### config.mk
export PLATFORM = sky130hd
export DESIGN_NAME = rf_write_arbiter
export DESIGN_NICKNAME = d
export VERILOG_FILES = /design/src/rtl/rf_write_arbiter.sv
export SDC_FILE = /design/constraint.sdc
export NUM_CORES = 1
export LEC_CHECK = 0
export ABC_AREA = 1
export BUFFER_PORTS_ARGS = -buffer_cell sky130_fd_sc_hd__buf_2
export CAP_MARGIN = 5
export CORE_MARGIN = 10
export CORE_UTILIZATION = 52
export CTS_BUF_LIST = sky130_fd_sc_hd__clkbuf_16
export DETAILED_ROUTE_END_ITERATION = 12
export PLACE_DENSITY = 0.73
export SLEW_MARGIN = 20
export SYNTH_ARGS = -nofsm -noshare
export SYNTH_HDL_FRONTEND = slang
export SYNTH_SLANG_ARGS = --single-unit
### constraint.sdc
create_clock -name clk -period 2.84 [get_ports clk]
set_clock_uncertainty 0.05 [all_clocks]
set_input_delay 0.142 -clock clk [delete_from_list [all_inputs] [get_ports clk]]
set_output_delay 0.142 -clock clk [all_outputs]
set_load 0.02 [all_outputs]
### src/rtl/rf_write_arbiter.sv
// Register-file write-port arbiter: ALU writeback vs. an in-order load-return queue.
// Optional load starvation bound when RFARB_STARVE_GUARD_EN is defined.
module rf_write_arbiter #(
    parameter int LQ_DEPTH     = 4,
    parameter int STARVE_LIMIT = 3
) (
    input  logic        clk,
    input  logic        reset,
    input  logic        iAluWe,
    input  logic [4:0]  iAluAddr,
    input  logic [31:0] iAluData,
    output logic        oAluStall,
    input  logic        iLdValid,
    input  logic [4:0]  iLdAddr,
    input  logic [31:0] iLdData,
    output logic        oLdReady,
    output logic        rf_we,
    output logic [4:0]  WAddr,
    output logic [31:0] WData
);
    localparam int PTR_W = $clog2(LQ_DEPTH);
    localparam int CNT_W = PTR_W + 1;

    if (LQ_DEPTH < 2 || (LQ_DEPTH & (LQ_DEPTH - 1)) != 0) begin : gDepthCheck
        $error("LQ_DEPTH must be a power of two, at least 2");
    end
    if (STARVE_LIMIT < 1 || STARVE_LIMIT > 15) begin : gLimitCheck
        $error("STARVE_LIMIT must be in 1..15");
    end

    logic [4:0]       qAddr [LQ_DEPTH];
    logic [31:0]      qData [LQ_DEPTH];
    logic [PTR_W-1:0] rdPtr;
    logic [PTR_W-1:0] wrPtr;
    logic [CNT_W-1:0] count;
    logic [CNT_W-1:0] countNext;
    logic             ldReadyR;

    logic             qNonEmpty;
    logic             push;
    logic             aluHit;
    logic             aluGrant;
    logic             ldGrant;
    logic             starveForce;

    logic             grantVld_p0;
    logic [4:0]       grantAddr_p0;
    logic [31:0]      grantData_p0;

    // An entry is live when its distance from the head is below the occupancy.
    function automatic logic entryLive(input logic [PTR_W-1:0] idx,
                                       input logic [PTR_W-1:0] head,
                                       input logic [CNT_W-1:0] occ);
        logic [PTR_W-1:0] offs;
        offs = idx - head;
        return {1'b0, offs} < occ;
    endfunction

    function automatic logic [3:0] satIncStarve(input logic [3:0] cnt);
        return (cnt >= 4'(STARVE_LIMIT)) ? 4'(STARVE_LIMIT) : cnt + 4'd1;
    endfunction

    assign qNonEmpty = (count != '0);
    assign push      = iLdValid && ldReadyR;
    assign oLdReady  = ldReadyR;

    // Only already-queued loads guard the ALU; the entry being pushed now is excluded.
    always_comb begin
        aluHit = 1'b0;
        for (int i = 0; i < LQ_DEPTH; i++) begin
            if (entryLive(PTR_W'(i), rdPtr, count) && (qAddr[i] == iAluAddr)) begin
                aluHit = 1'b1;
            end
        end
    end

`ifdef RFARB_STARVE_GUARD_EN
    logic [3:0] starveCnt;

    assign starveForce = qNonEmpty && (starveCnt == 4'(STARVE_LIMIT));

    always_ff @(posedge clk) begin
        if (reset) begin
            starveCnt <= 4'd0;
        end else if (ldGrant || !qNonEmpty) begin
            starveCnt <= 4'd0;
        end else begin
            starveCnt <= satIncStarve(starveCnt);
        end
    end
`else
    assign starveForce = 1'b0;
`endif

    always_comb begin
        aluGrant = 1'b0;
        ldGrant  = 1'b0;
        if (starveForce) begin
            ldGrant = 1'b1;
        end else if (iAluWe && !aluHit) begin
            aluGrant = 1'b1;
        end else if (qNonEmpty) begin
            ldGrant = 1'b1;
        end
    end

    assign oAluStall = iAluWe && !aluGrant;

    always_comb begin
        grantVld_p0  = aluGrant || ldGrant;
        grantAddr_p0 = aluGrant ? iAluAddr : qAddr[rdPtr];
        grantData_p0 = aluGrant ? iAluData : qData[rdPtr];
    end

    always_comb begin
        countNext = count;
        case ({push, ldGrant})
            2'b10:   countNext = count + CNT_W'(1);
            2'b01:   countNext = count - CNT_W'(1);
            default: countNext = count;
        endcase
    end

    always_ff @(posedge clk) begin
        if (push) begin
            qAddr[wrPtr] <= iLdAddr;
            qData[wrPtr] <= iLdData;
        end
    end

    // ---- stage boundary: selected write -> register-file port ----
    always_ff @(posedge clk) begin
        if (reset) begin
            rdPtr    <= '0;
            wrPtr    <= '0;
            count    <= '0;
            ldReadyR <= 1'b0;
            rf_we    <= 1'b0;
            WAddr    <= 5'd0;
            WData    <= 32'd0;
        end else begin
            if (push) begin
                wrPtr <= wrPtr + PTR_W'(1);
            end
            if (ldGrant) begin
                rdPtr <= rdPtr + PTR_W'(1);
            end
            count    <= countNext;
            ldReadyR <= (countNext < CNT_W'(LQ_DEPTH));
            rf_we    <= grantVld_p0;
            if (grantVld_p0) begin
                WAddr <= grantAddr_p0;
                WData <= grantData_p0;
            end
        end
    end

endmodule

==> results.toml <==
[synth]
async_flop_share = 0
synth_seq_cells = 196
yosys_warnings = 0
ys_types = 31
synth-edff-count = 148
synth_ff_type = "edfxtp_1"
syn-num-nets = 943
syn_avg_cell_area_um2 = 9.94
synth_area_leader_cell = "edfxtp_1"
synth_area_leaders = "edfxtp_1 52%, dfxtp_1 11%, nor2_1 7.7%, nand2_1 5.4%, o21ai_0 4.7%"
synth_top_area_frac = 0.523
ys_seq_area_frac = 0.636
syn_area_mm2 = 0.00850
netlist_instances = 855

[global_routing]
antenna_found_initial = 0
grt-ovfl-total = 0
grt_max_degree = 55
grt_first_pass_wirelength_um = 33100
grtUsageTotal = 0.190
grt_pass1_vias = 6437

[cts]
clock_latency_ps = 430
path_clk_slew_ps = 70
postCtsSetupRepairBufs = 0
cts-buffers-inserted = 17
clk_path_buf_depth = 2
clockRootBuffer = "clkbuf_16"
cts_max_level = 4
cts_tree = "done"
clkSinkCount = 196

[floorplanning]
core_region_area_mm2 = 0.0159
ioPinCount = 118
start_util = 0.533
num_rows = 46
die-width_um = 148
dieArea_mm2 = 0.0219
die_h_um = 148

[timing]
drv_slew = 0
period_minus_slack_ps = 2650
fin_setup_tns_ps = 0
post-route-period-util = 0.932
max_slew_margin = 0.405
worst_pin_slew_ps = 891
whs_ps = 10.5
setup_viol = 0
max_freq_ghz = 0.378
hold_violations = 0
rsz0062_at_grt = "no"

[critical_path]
r2r_cells = 19
worstPathMaxFanout = 3
reg2reg_from = "rdPtr[1]$_SDFFE_PP0P_"
endpoint_kind = "flop"
cp.arrival_ps = 2980
worstPathRequired_ps = 3170
start_kind = "flop"
rrSetupSlack_ps = 190
crit_type = "reg2reg"

[placed_design]
hpwl_um = 12600
gp_congestion = 0.770
place_inst = 1163
io_buffers = 117

[power]
p_sw_mw = 3.51
peakVddDrop_mv = 0.611
p_total_mw = 9.43
clkPwrFrac = 0.250
power_density_mw_per_mm2 = 893
pwr-share-seq = 0.386
internal-power_mw = 5.92
leakagePower_nw = 4.34
p_comb_frac = 0.363
p_sw_frac = 0.372

[routing]
avgViaCountPerCell = 5.16
dr.pass1.iters = 5
wire_per_inst_um = 16.5
ant_nets = 0
routed_wl_um = 20700
vias = 6481
drt_iter0_markers = 637
drc = 0

[hold_path]
hp-start = "iAluData[28]"
min_path_cells = 5
hold_end = "WData[28]$_SDFFE_PP0P_"
min_path_type = "in2reg"

[cells_and_area]
fin_cells = 1256
nets = 1114
drive_above_1_share = 0.201
syn2layout_area_growth_pct = 24.1
nFillCells = 1240

[flow_run]
max_cap_viol_count = 0

[run_status]
outcome = "complete, no violations"
[routing by layer]
| metal | GRT usage | part of all wire | wire, um | vias up |
|---|---|---|---|---|
| li1 | - | - | - | 3193 |
| met1 | 0.235 | 0.42 | 8640 | 3068 |
| met2 | 0.323 | 0.50 | 10400 | 196 |
| met3 | 0.0400 | 0.067 | 1380 | 24 |
| met4 | 0.0659 | 0.015 | 301 | 0 |
| met5 | 0 | 0 | 0 | - |
[registers in the layout (all words and copies together) (netlist names), named ones only]
register / cells
qData: 128
WData: 32
qAddr: 20
WAddr: 5
count: 2
rdPtr: 2
wrPtr: 2
oLdReady: 1
rf_we: 1
[synthesized netlist by cell type, types with 3 or more instances]
| library cell | count |
|---|---|
| nor2_1 | 175 |
| edfxtp_1 | 148 |
| nand2_1 | 122 |
| o21ai_0 | 80 |
| nand3_1 | 71 |
| inv_1 | 64 |
| dfxtp_1 | 48 |
| a21oi_1 | 32 |
| clkbuf_1 | 23 |
| o22ai_1 | 13 |
| buf_2 | 11 |
| buf_4 | 9 |
| ha_1 | 9 |
| nor2_2 | 9 |
| xnor2_1 | 8 |
| xor2_1 | 6 |
| inv_2 | 4 |
| nand2_2 | 3 |
| nand4_1 | 3 |
[critical path, stage by stage (launching register included)]
cell	delay, ps
dfxtp_2	350
buf_4	120
inv_1	40
ha_1	280
nand2_1	50
nand2_1	50
nand2_1	40
nand4_1	100
nand2_2	120
nor2_8	160
nand2_8	60
nand2_2	70
inv_2	60
ha_4	170
fa_2	350
a21oi_2	120
o21ai_1	80
xor2_1	190
inv_1	60
nor2_1	70
[cell families after synthesis]
| logic type | Yosys count | synth area share |
|---|---|---|
| fa+ha+maj | 10 | 0.0156 |
| xor+xnor | 14 | 0.0144 |
| flops | 196 | 0.636 |
| compound gates | 127 | 0.0767 |
| buf+inv | 118 | 0.0611 |
| simple gates | 390 | 0.196 |
[worst max-delay path by stage]
stage	start	to	slack (ps)	cells after the start
5_1_grt	rdPtr[1]$_SDFFE_PP0P_	flop	5	19
3_3_place_gp	rdPtr[0]$_SDFFE_PP0P_	flop	60	19
3_5_place_dp	rdPtr[1]$_SDFFE_PP0P_	flop	-3	18
2_1_floorplan	rdPtr[0]$_SDFFE_PP0P_	flop	80	18
6_report	rdPtr[1]$_SDFFE_PP0P_	flop	190	19
4_1_cts	rdPtr[0]$_SDFFE_PP0P_	flop	20	19
[layout make-up]
class	instances	area, um2	share of cell area
Antenna cell	1	2.50	0.000237
Clock buffer	17	425	0.0403
Sequential cell	196	5410	0.513
Inverter	70	265	0.0251
Tap cell	216	270	0.0256
Multi-Input combinational cell	541	2640	0.250
Timing Repair Buffer	200	1390	0.131
Clock inverter	15	156	0.0148
[layout by cell type, fill, tap and decap left out, drive strengths merged]
cell type	instances
ha	9
nand4	3
fa	1
a21oi	32
buf	140
dlygate4sd3	60
o22ai	13
clkinvlp	2
clkbuf	17
nor2	186
inv	74
nor3	2
dfxtp	48
xnor2	8
nand2	128
clkinv	7
nand3	71
bufinv	2
diode	1
o21ai	82
edfxtp	148
xor2	6
[metrics by stage]
stage,cell area (um2),worst slack (ps),util
after global placement,9330,59.7,0.585
after floorplan,8500,84.9,-
after global routing,10600,4.87,0.662
final,10600,192,0.662
after detailed placement,9330,-3.26,0.585
after CTS,10500,24.0,0.660
[power by group through the flow]
stage | logic (mW) | clock network [mW] | registers (mW)
2_1_floorplan | 2.12 | 0 | 3.88
3_3_place_gp | 3.24 | 0 | 3.68
3_5_place_dp | 3.29 | 0 | 3.69
4_1_cts | 3.38 | 2.38 | 3.64
5_1_grt | 3.86 | 2.49 | 3.68
6_report | 3.43 | 2.36 | 3.64
[repair_timing]
item / in CTS / in global routing
setup endpoints to repair: 1 / 17
pin swaps: 0 / 5
hold endpoints to repair: 171 / 0
hold buffers: 60 / 0
resized for setup: 2 / 9
(Power assumes the default switching activity.)
